File: src/rtl/wb_arbiter_rr.sv
// ---------------------------------------------------------------------------
// wb_arbiter_rr
//
// Round-robin Wishbone arbiter that shares one Wishbone slave between NM bus
// masters. A grant is held for the whole Wishbone cycle (CYC high). A watchdog
// releases the bus and pulses a per-master error if the slave never acks a
// strobe within TIMEOUT cycles (TIMEOUT = 0 disables the watchdog).
//
// Ports
//   i_clk, i_reset       clock, asynchronous active-high reset
//   i_m_adr/i_m_dat      per-master address / write data, master i at [i*32+:32]
//   i_m_sel              per-master byte selects, master i at [i*4+:4]
//   i_m_we/cyc/stb       per-master write enable, cycle, strobe
//   o_m_dat              slave read data broadcast to every master
//   o_m_ack              per-master ack (slave ack gated by the grant)
//   o_m_err              per-master registered one-cycle watchdog error pulse
//   o_s_*                shared slave port, muxed from the granted master
//   i_s_dat, i_s_ack     slave read data and ack
//   o_grant              registered one-hot grant
// ---------------------------------------------------------------------------
module wb_arbiter_rr #(
  parameter int NM      = 3,
  parameter int TIMEOUT = 255
) (
  input  logic             i_clk,
  input  logic             i_reset,
  input  logic [NM*32-1:0] i_m_adr,
  input  logic [NM*32-1:0] i_m_dat,
  input  logic [NM*4-1:0]  i_m_sel,
  input  logic [NM-1:0]    i_m_we,
  input  logic [NM-1:0]    i_m_cyc,
  input  logic [NM-1:0]    i_m_stb,
  output logic [31:0]      o_m_dat,
  output logic [NM-1:0]    o_m_ack,
  output logic [NM-1:0]    o_m_err,
  output logic [31:0]      o_s_adr,
  output logic [31:0]      o_s_dat,
  output logic [3:0]       o_s_sel,
  output logic             o_s_we,
  output logic             o_s_cyc,
  output logic             o_s_stb,
  input  logic [31:0]      i_s_dat,
  input  logic             i_s_ack,
  output logic [NM-1:0]    o_grant
);

  localparam int LW  = (NM > 1) ? $clog2(NM) : 1;
  localparam int WDW = (TIMEOUT > 0) ? $clog2(TIMEOUT + 1) : 1;
  // Last watchdog count before expiry; the error fires on the cycle the count
  // sits here with the strobe still unacknowledged.
  localparam logic [WDW-1:0] WD_LAST  = WDW'((TIMEOUT > 0) ? (TIMEOUT - 1) : 0);
  // Reset "last" to the highest index so master 0 is searched first.
  localparam logic [LW-1:0]  LAST_RST = LW'(NM - 1);

  typedef enum logic [0:0] {
    S_IDLE = 1'b0,
    S_BUSY = 1'b1
  } state_t;

  state_t          state_q, state_d;
  logic [NM-1:0]   grant_q, grant_d;
  logic [LW-1:0]   last_q,  last_d;
  logic [WDW-1:0]  wdog_q,  wdog_d;
  logic [NM-1:0]   err_q,   err_d;

  logic            win_found_s;
  logic [LW-1:0]   win_idx_s;
  logic [LW-1:0]   gidx_s;
  logic            gcyc_s;
  logic            gstb_s;

  // Round-robin search: first requester after the last winner, wrapping.
  always_comb begin
    int cand;
    win_found_s = 1'b0;
    win_idx_s   = '0;
    cand        = 0;
    for (int k = 1; k <= NM; k++) begin
      cand = (int'(last_q) + k) % NM;
      if (!win_found_s && i_m_cyc[cand]) begin
        win_found_s = 1'b1;
        win_idx_s   = LW'(cand);
      end else begin
        win_found_s = win_found_s;
      end
    end
  end

  // One-hot grant to index for the slave-port mux (index 0 when no grant).
  always_comb begin
    gidx_s = '0;
    for (int i = 0; i < NM; i++) begin
      if (grant_q[i]) begin
        gidx_s = LW'(i);
      end else begin
        gidx_s = gidx_s;
      end
    end
  end

  assign gcyc_s = |(i_m_cyc & grant_q);
  assign gstb_s = |(i_m_stb & grant_q);

  // Next-state logic for the arbitration FSM and the watchdog.
  always_comb begin
    state_d = state_q;
    grant_d = grant_q;
    last_d  = last_q;
    wdog_d  = '0;
    err_d   = '0;
    case (state_q)
      S_IDLE: begin
        if (win_found_s) begin
          grant_d            = '0;
          grant_d[win_idx_s] = 1'b1;
          last_d             = win_idx_s;
          state_d            = S_BUSY;
        end else begin
          grant_d = '0;
        end
      end
      S_BUSY: begin
        if (!gcyc_s) begin
          // Release takes priority over a coincident timeout: no error.
          state_d = S_IDLE;
          grant_d = '0;
        end else if (gstb_s && !i_s_ack) begin
          if ((TIMEOUT > 0) && (wdog_q == WD_LAST)) begin
            err_d   = grant_q;
            grant_d = '0;
            state_d = S_IDLE;
          end else if (TIMEOUT > 0) begin
            wdog_d = wdog_q + WDW'(1);
          end else begin
            wdog_d = '0;
          end
        end else begin
          // Ack (which wins over a coincident timeout) or strobe low.
          wdog_d = '0;
        end
      end
      default: begin
        state_d = S_IDLE;
        grant_d = '0;
      end
    endcase
  end

  // State registers with asynchronous reset.
  always_ff @(posedge i_clk or posedge i_reset) begin
    if (i_reset) begin
      state_q <= S_IDLE;
      grant_q <= '0;
      last_q  <= LAST_RST;
      wdog_q  <= '0;
      err_q   <= '0;
    end else begin
      state_q <= state_d;
      grant_q <= grant_d;
      last_q  <= last_d;
      wdog_q  <= wdog_d;
      err_q   <= err_d;
    end
  end

  // Slave port: the granted master's signals; cyc/stb/we forced low with no grant.
  assign o_s_adr = i_m_adr[int'(gidx_s)*32 +: 32];
  assign o_s_dat = i_m_dat[int'(gidx_s)*32 +: 32];
  assign o_s_sel = i_m_sel[int'(gidx_s)*4 +: 4];
  assign o_s_we  = |(i_m_we & grant_q);
  assign o_s_cyc = gcyc_s;
  assign o_s_stb = gstb_s;

  assign o_m_dat = i_s_dat;
  assign o_m_ack = {NM{i_s_ack}} & grant_q;
  assign o_m_err = err_q;
  assign o_grant = grant_q;

endmodule

File: config.mk
export PLATFORM = sky130hd
export DESIGN_NAME = wb_arbiter_rr
export DESIGN_NICKNAME = d
export VERILOG_FILES = /design/src/rtl/wb_arbiter_rr.sv
export SDC_FILE = /design/constraint.sdc
export NUM_CORES = 1
export LEC_CHECK = 0
export ABC_AREA = 0
export BUFFER_PORTS_ARGS = -buffer_cell sky130_fd_sc_hd__buf_2
export CAP_MARGIN = 20
export CELL_PAD_IN_SITES_DETAIL_PLACEMENT = 1
export CELL_PAD_IN_SITES_GLOBAL_PLACEMENT = 2
export CORE_ASPECT_RATIO = 1.4
export CORE_MARGIN = 4
export CORE_UTILIZATION = 14
export DETAILED_ROUTE_END_ITERATION = 8
export MAX_ROUTING_LAYER = met4
export PLACE_DENSITY_LB_ADDON = 0.15
export SYNTH_ARGS = -nofsm -noshare
export SYNTH_HDL_FRONTEND = slang
export SYNTH_SLANG_ARGS = --single-unit
File: constraint.sdc
create_clock -name i_clk -period 3.2 [get_ports i_clk]
set_clock_uncertainty 0.05 [all_clocks]
set_input_delay 0.64 -clock i_clk [delete_from_list [all_inputs] [get_ports i_clk]]
set_output_delay 0.64 -clock i_clk [all_outputs]
set_load 0.02 [all_outputs]
# Yosys cells after proc, flatten, opt, wreduce, memory -nomap -nowiden
# Cells that the tools add are included.
# totals
out_inout_bits,112
word_cells,77
input_bits,248
ff_bits,17
# classes
n_reduce_logical,12
shift,3
bitwise,5
n_addsub,4
n_eq_ne,3
div,3
n_lt_le_gt_ge,5
muxes,37
# ops
cell,n
$shiftx 96x8->32,2
$lt 32x4->1 const B,3
$mod 32x3->32 const B,3
$mux 8,4
$mux 3,8
$mux 1,15
$and 3x3->3,4
$shiftx 12x5->4,1
$reduce_or 3->1,3
$add 8x1->8 const B,1
$eq 8x8->1 const B,1
$mux 2,4
$add 2x2->3 const B,2
$bmux 1 s2,3
$ne 3x2->1 const B,2
$pmux 3 s2,1
$logic_and 1x1->1,4
$reduce_and 2->1,2
$add 2x1->3 const B,1
$logic_not 1->1,3
$lt 2x3->1 const B,1
$demux 1 s2,1
$ge 2x1->1 const B,1
$pmux 1 s2,1
$not 1->1,1

# Logic depth before layout (Yosys ltp)
# depth
word_depth,18
depth_mapped,8
ltp_nobuf,7

# Least setup slack after synthesis
# Ideal clock, no wire load.
# synth_path
path_kind,reg2out
start,"reg grant_q[1], in the netlist o_grant[1]"
end,out o_s_adr[0]
arrival_ns,1.524
setup_slack_ns,0.986
t_required_ns,2.510
path_stages_with_launch,5
n_path_buf,2
path_cell_list,dfrtp_1 > buf_2 > buf_2 > mux2i_1 > o21ai_0
# synth_between
elab_chain_len,3
# synth_lines
element,line_no,source
from (decl),61,"logic [NM-1:0] grant_q, grant_d;"
from (signal assigned),159,grant_q <= grant_d;
$mux 1,93,if (grant_q[i]) begin
$mux 2,93,
$shiftx 96x8->32,167,assign o_s_adr = i_m_adr[int'(gidx_s)*32 +: 32];
to (decl),36,"output logic [31:0] o_s_adr,"
# No other way between the ends.

# Worst setup path after layout
# layout_path
start,"reg grant_q[1], in the netlist o_grant[1]"
end,out o_s_dat[1]
# layout_between
elab_chain_len,3
# layout_lines
element,line_no,source
$mux 1,93,
$mux 2,93,
$shiftx 96x8->32,168,assign o_s_dat = i_m_dat[int'(gidx_s)*32 +: 32];
to (decl),37,"output logic [31:0] o_s_dat,"
# No other way between the ends.

==> impl_metrics.py <==
metrics = {
    "outcome": {
        "status": "finished, final reports clean",
    },
    "route": {
        "vias": 3490,
        "detail-route-antenna-nets": 0,
        "drc": 0,
        "wire_per_inst_um": 19.82,
        "firstDrtPassIters": 4,
        "drtIter0Drc": 98,
        "wirelength_um": 17080,
        "via_per_inst": 4.049,
    },
    "finish": {
        "final_nets": 863,
        "syn_to_final_growth_pct": 61.06,
        "drive_gt1_share_pct": 50.90,
        "fillers": 2298,
        "design_area_sq_mm": 0.004208,
        "final_util_pct": 23.19,
    },
    "min_path": {
        "hp-class": "input pin to asynchronous set/reset pin",
    },
    "sta": {
        "worstMarginPinSlew_ps": 673.1,
        "fin_crit_ps": 2693,
        "finalSetupTns_ps": 0,
        "max_slew_margin_pct": 55.08,
        "setup_ws_ps": 507.1,
        "setup_viol": 0,
        "fmax_ghz": 0.3713,
        "period_share_pct": 84.15,
        "final-hold-violation-count": 0,
        "rsz0062_at_grt": "no",
        "slew_violations": 0,
    },
    "grt": {
        "grt_overflow_total": 0,
        "grt_pass1_vias": 3650,
        "track_usage_pct": 15.59,
        "grt_pass1_wl_um": 23650,
        "antenna_found_initial": 11,
        "grt_max_degree": 63,
    },
    "synth": {
        "synth_warnings": 0,
        "synth_most_common_cell": "nand2_1",
        "synth_top_area_cell": "mux2i_1",
        "synth-xor-area-share_pct": 2.011,
        "synthTopCellsByCount": "nand2_1, o21ai_0, mux2i_1",
        "synth_area_sq_mm": 0.002613,
        "synthMuxAreaShare_pct": 26.44,
        "synth.area.top_cells": "mux2i_1, dfrtp_1, o21ai_0, nand2_1, buf_4",
        "async_reset_ff_share_pct": 100.0,
        "synth_edf_count": 0,
        "syn-instance-count": 365,
        "synth_top_family_by_area": "multiplexers",
        "ys_ff_latch": 17,
        "avgSynthCellArea_sq_um": 7.158,
        "synth_compound_area_share_pct": 18.87,
        "synth.distinct_cells": 39,
        "synth-simple-area-share_pct": 19.06,
        "synthFlopType": "dfrtp_1",
        "syn-num-nets": 618,
        "yosys.area.top_type_share_pct": 26.44,
        "ys_seq_area_share_pct": 16.33,
        "synthAdderAreaFrac_pct": 2.395,
    },
    "cts": {
        "clk_path_buf_depth": 2,
        "cts_resized": 0,
        "cts_tree": "yes",
        "clockRootBuffer": "clkbuf_16",
        "clk_latency_ps": 250,
        "htreeDepth": 1,
        "cts_made_buffers": 3,
        "cts.sinks": 17,
        "ctsHoldBuffers": 0,
        "post_cts_buffers": 0,
        "clk_pin_slew_ps": 50,
    },
    "floorplan": {
        "die_x_um": 123.5,
        "core_area_sq_mm": 0.01814,
        "core.rowCount": 58,
        "dieArea_sq_mm": 0.02094,
        "initial_utilization_pct": 14.40,
        "die_h_um": 169.6,
        "ios": 360,
    },
    "power_and_ir_drop": {
        "ir_drop_mv": 0.2503,
        "p_per_area_mw_per_mm2": 772.1,
        "leakage_nw": 2.041,
    },
    "place": {
        "post-dp-hpwl_um": 14890,
        "gp_congestion": 0.7562,
        "place_area_sq_mm": 0.004096,
        "post-place-ws_ps": 722.5,
        "io_buffers": 295,
    },
    "setup_path": {
        "cp-end-kind": "output pin",
        "crit_type": "flip-flop to output pin",
        "cp.arrival_ps": 2000,
        "crit_fanout": 26,
        "critical_path.startpoint_type": "flip-flop",
        "critical_path_required_ps": 2510,
    },
    "job": {
        "drv_cap": 0,
    },
}
-- final timing paths --
path	end	cells past startpoint	slack [ps]	startpoint
max	o_s_dat[1]	4	510	o_grant[1]
min	o_m_err[2]	2	430	i_reset
max reg2reg	o_grant[2]	4	1170	o_grant[1]
min reg2reg	wdog_q[6]	2	490	wdog_q[6]
max in group asynchronous	o_grant[2]	2	2170	i_reset
min in group i_clk	wdog_q[6]	2	490	wdog_q[6]
-- area by class of cell --
| class | count | area, sq um | share of cell area [%] |
|---|---|---|---|
| repair buffers | 299 | 1531 | 36.40 |
| well taps | 240 | 300.3 | 7.136 |
| diodes | 13 | 32.53 | 0.7731 |
| clock buffers | 4 | 78.83 | 1.873 |
| inverters | 9 | 33.78 | 0.8029 |
| flip-flops and latches | 17 | 434.2 | 10.32 |
| multi-input cells | 280 | 1797 | 42.70 |
-- routing by layer --
layer / wire length [um] / track usage (%) / share of wire, % / vias to the layer above
li1: - / - / - / 1734
met1: 7218 / 18.87 / 42 / 1577
met2: 7980 / 25.33 / 47 / 168
met5: 0 / - / 0 / -
met4: 127 / 1.976 / 0.74 / 0
met3: 1755 / 5.902 / 10 / 11
-- cells in the final DEF, fill, tap and decap left out, types with 4 or more instances in the layout --
cell type and count:
buf_2 295, nand2_1 73, o21ai_0 71, mux2i_1 69, dfrtp_1 14, diode_2 13
nor2_1 10, inv_1 9, and2_1 6, nand3_1 6, xor2_1 5, ha_1 5
nand2b_1 4, a21oi_1 4
-- critical path, cell delays in order, from the launching register on --
cell and delay, ps:
dfrtp_4 720, buf_4 440, mux2i_1 120, o21ai_0 240, buf_2 220
-- state kept, by name, summed over array words and instances, names as in the netlist --
register	flops
last_q	2
o_grant	3
o_m_err	3
state_q	1
wdog_q	8
-- logic make-up (layout without fill, tap and decap cells) --
group	count (synthesis)	in the layout
AO/OA/AOI/OAI	88	88
XOR/XNOR	6	6
adder cells (fa/ha/maj)	5	5
buffers and inverters	68	312
flip-flops	17	17
multiplexers	69	69
other	0	13
AND/OR/NAND/NOR	112	112
-- through the flow --
stage | total power [W] | hold WS [ps] | instances
2_1_floorplan | 0.002078 | 442.5 | 365
3_3_place_gp | 0.003038 | 464.1 | 845
3_5_place_dp | 0.003062 | 484.5 | 845
4_1_cts | 0.003331 | 462.1 | 849
5_1_grt | 0.003541 | 485.9 | 860
6_report | 0.003249 | 428.1 | 862
-- power by group --
| group | internal (W) | switching (W) |
|---|---|---|
| Clock | 0.000169 | 0.0000885 |
| Combinational | 0.000912 | 0.00163 |
| Sequential | 0.000262 | 0.000182 |
| Total | 0.00134 | 0.00191 |
(Power assumes the default switching activity.)
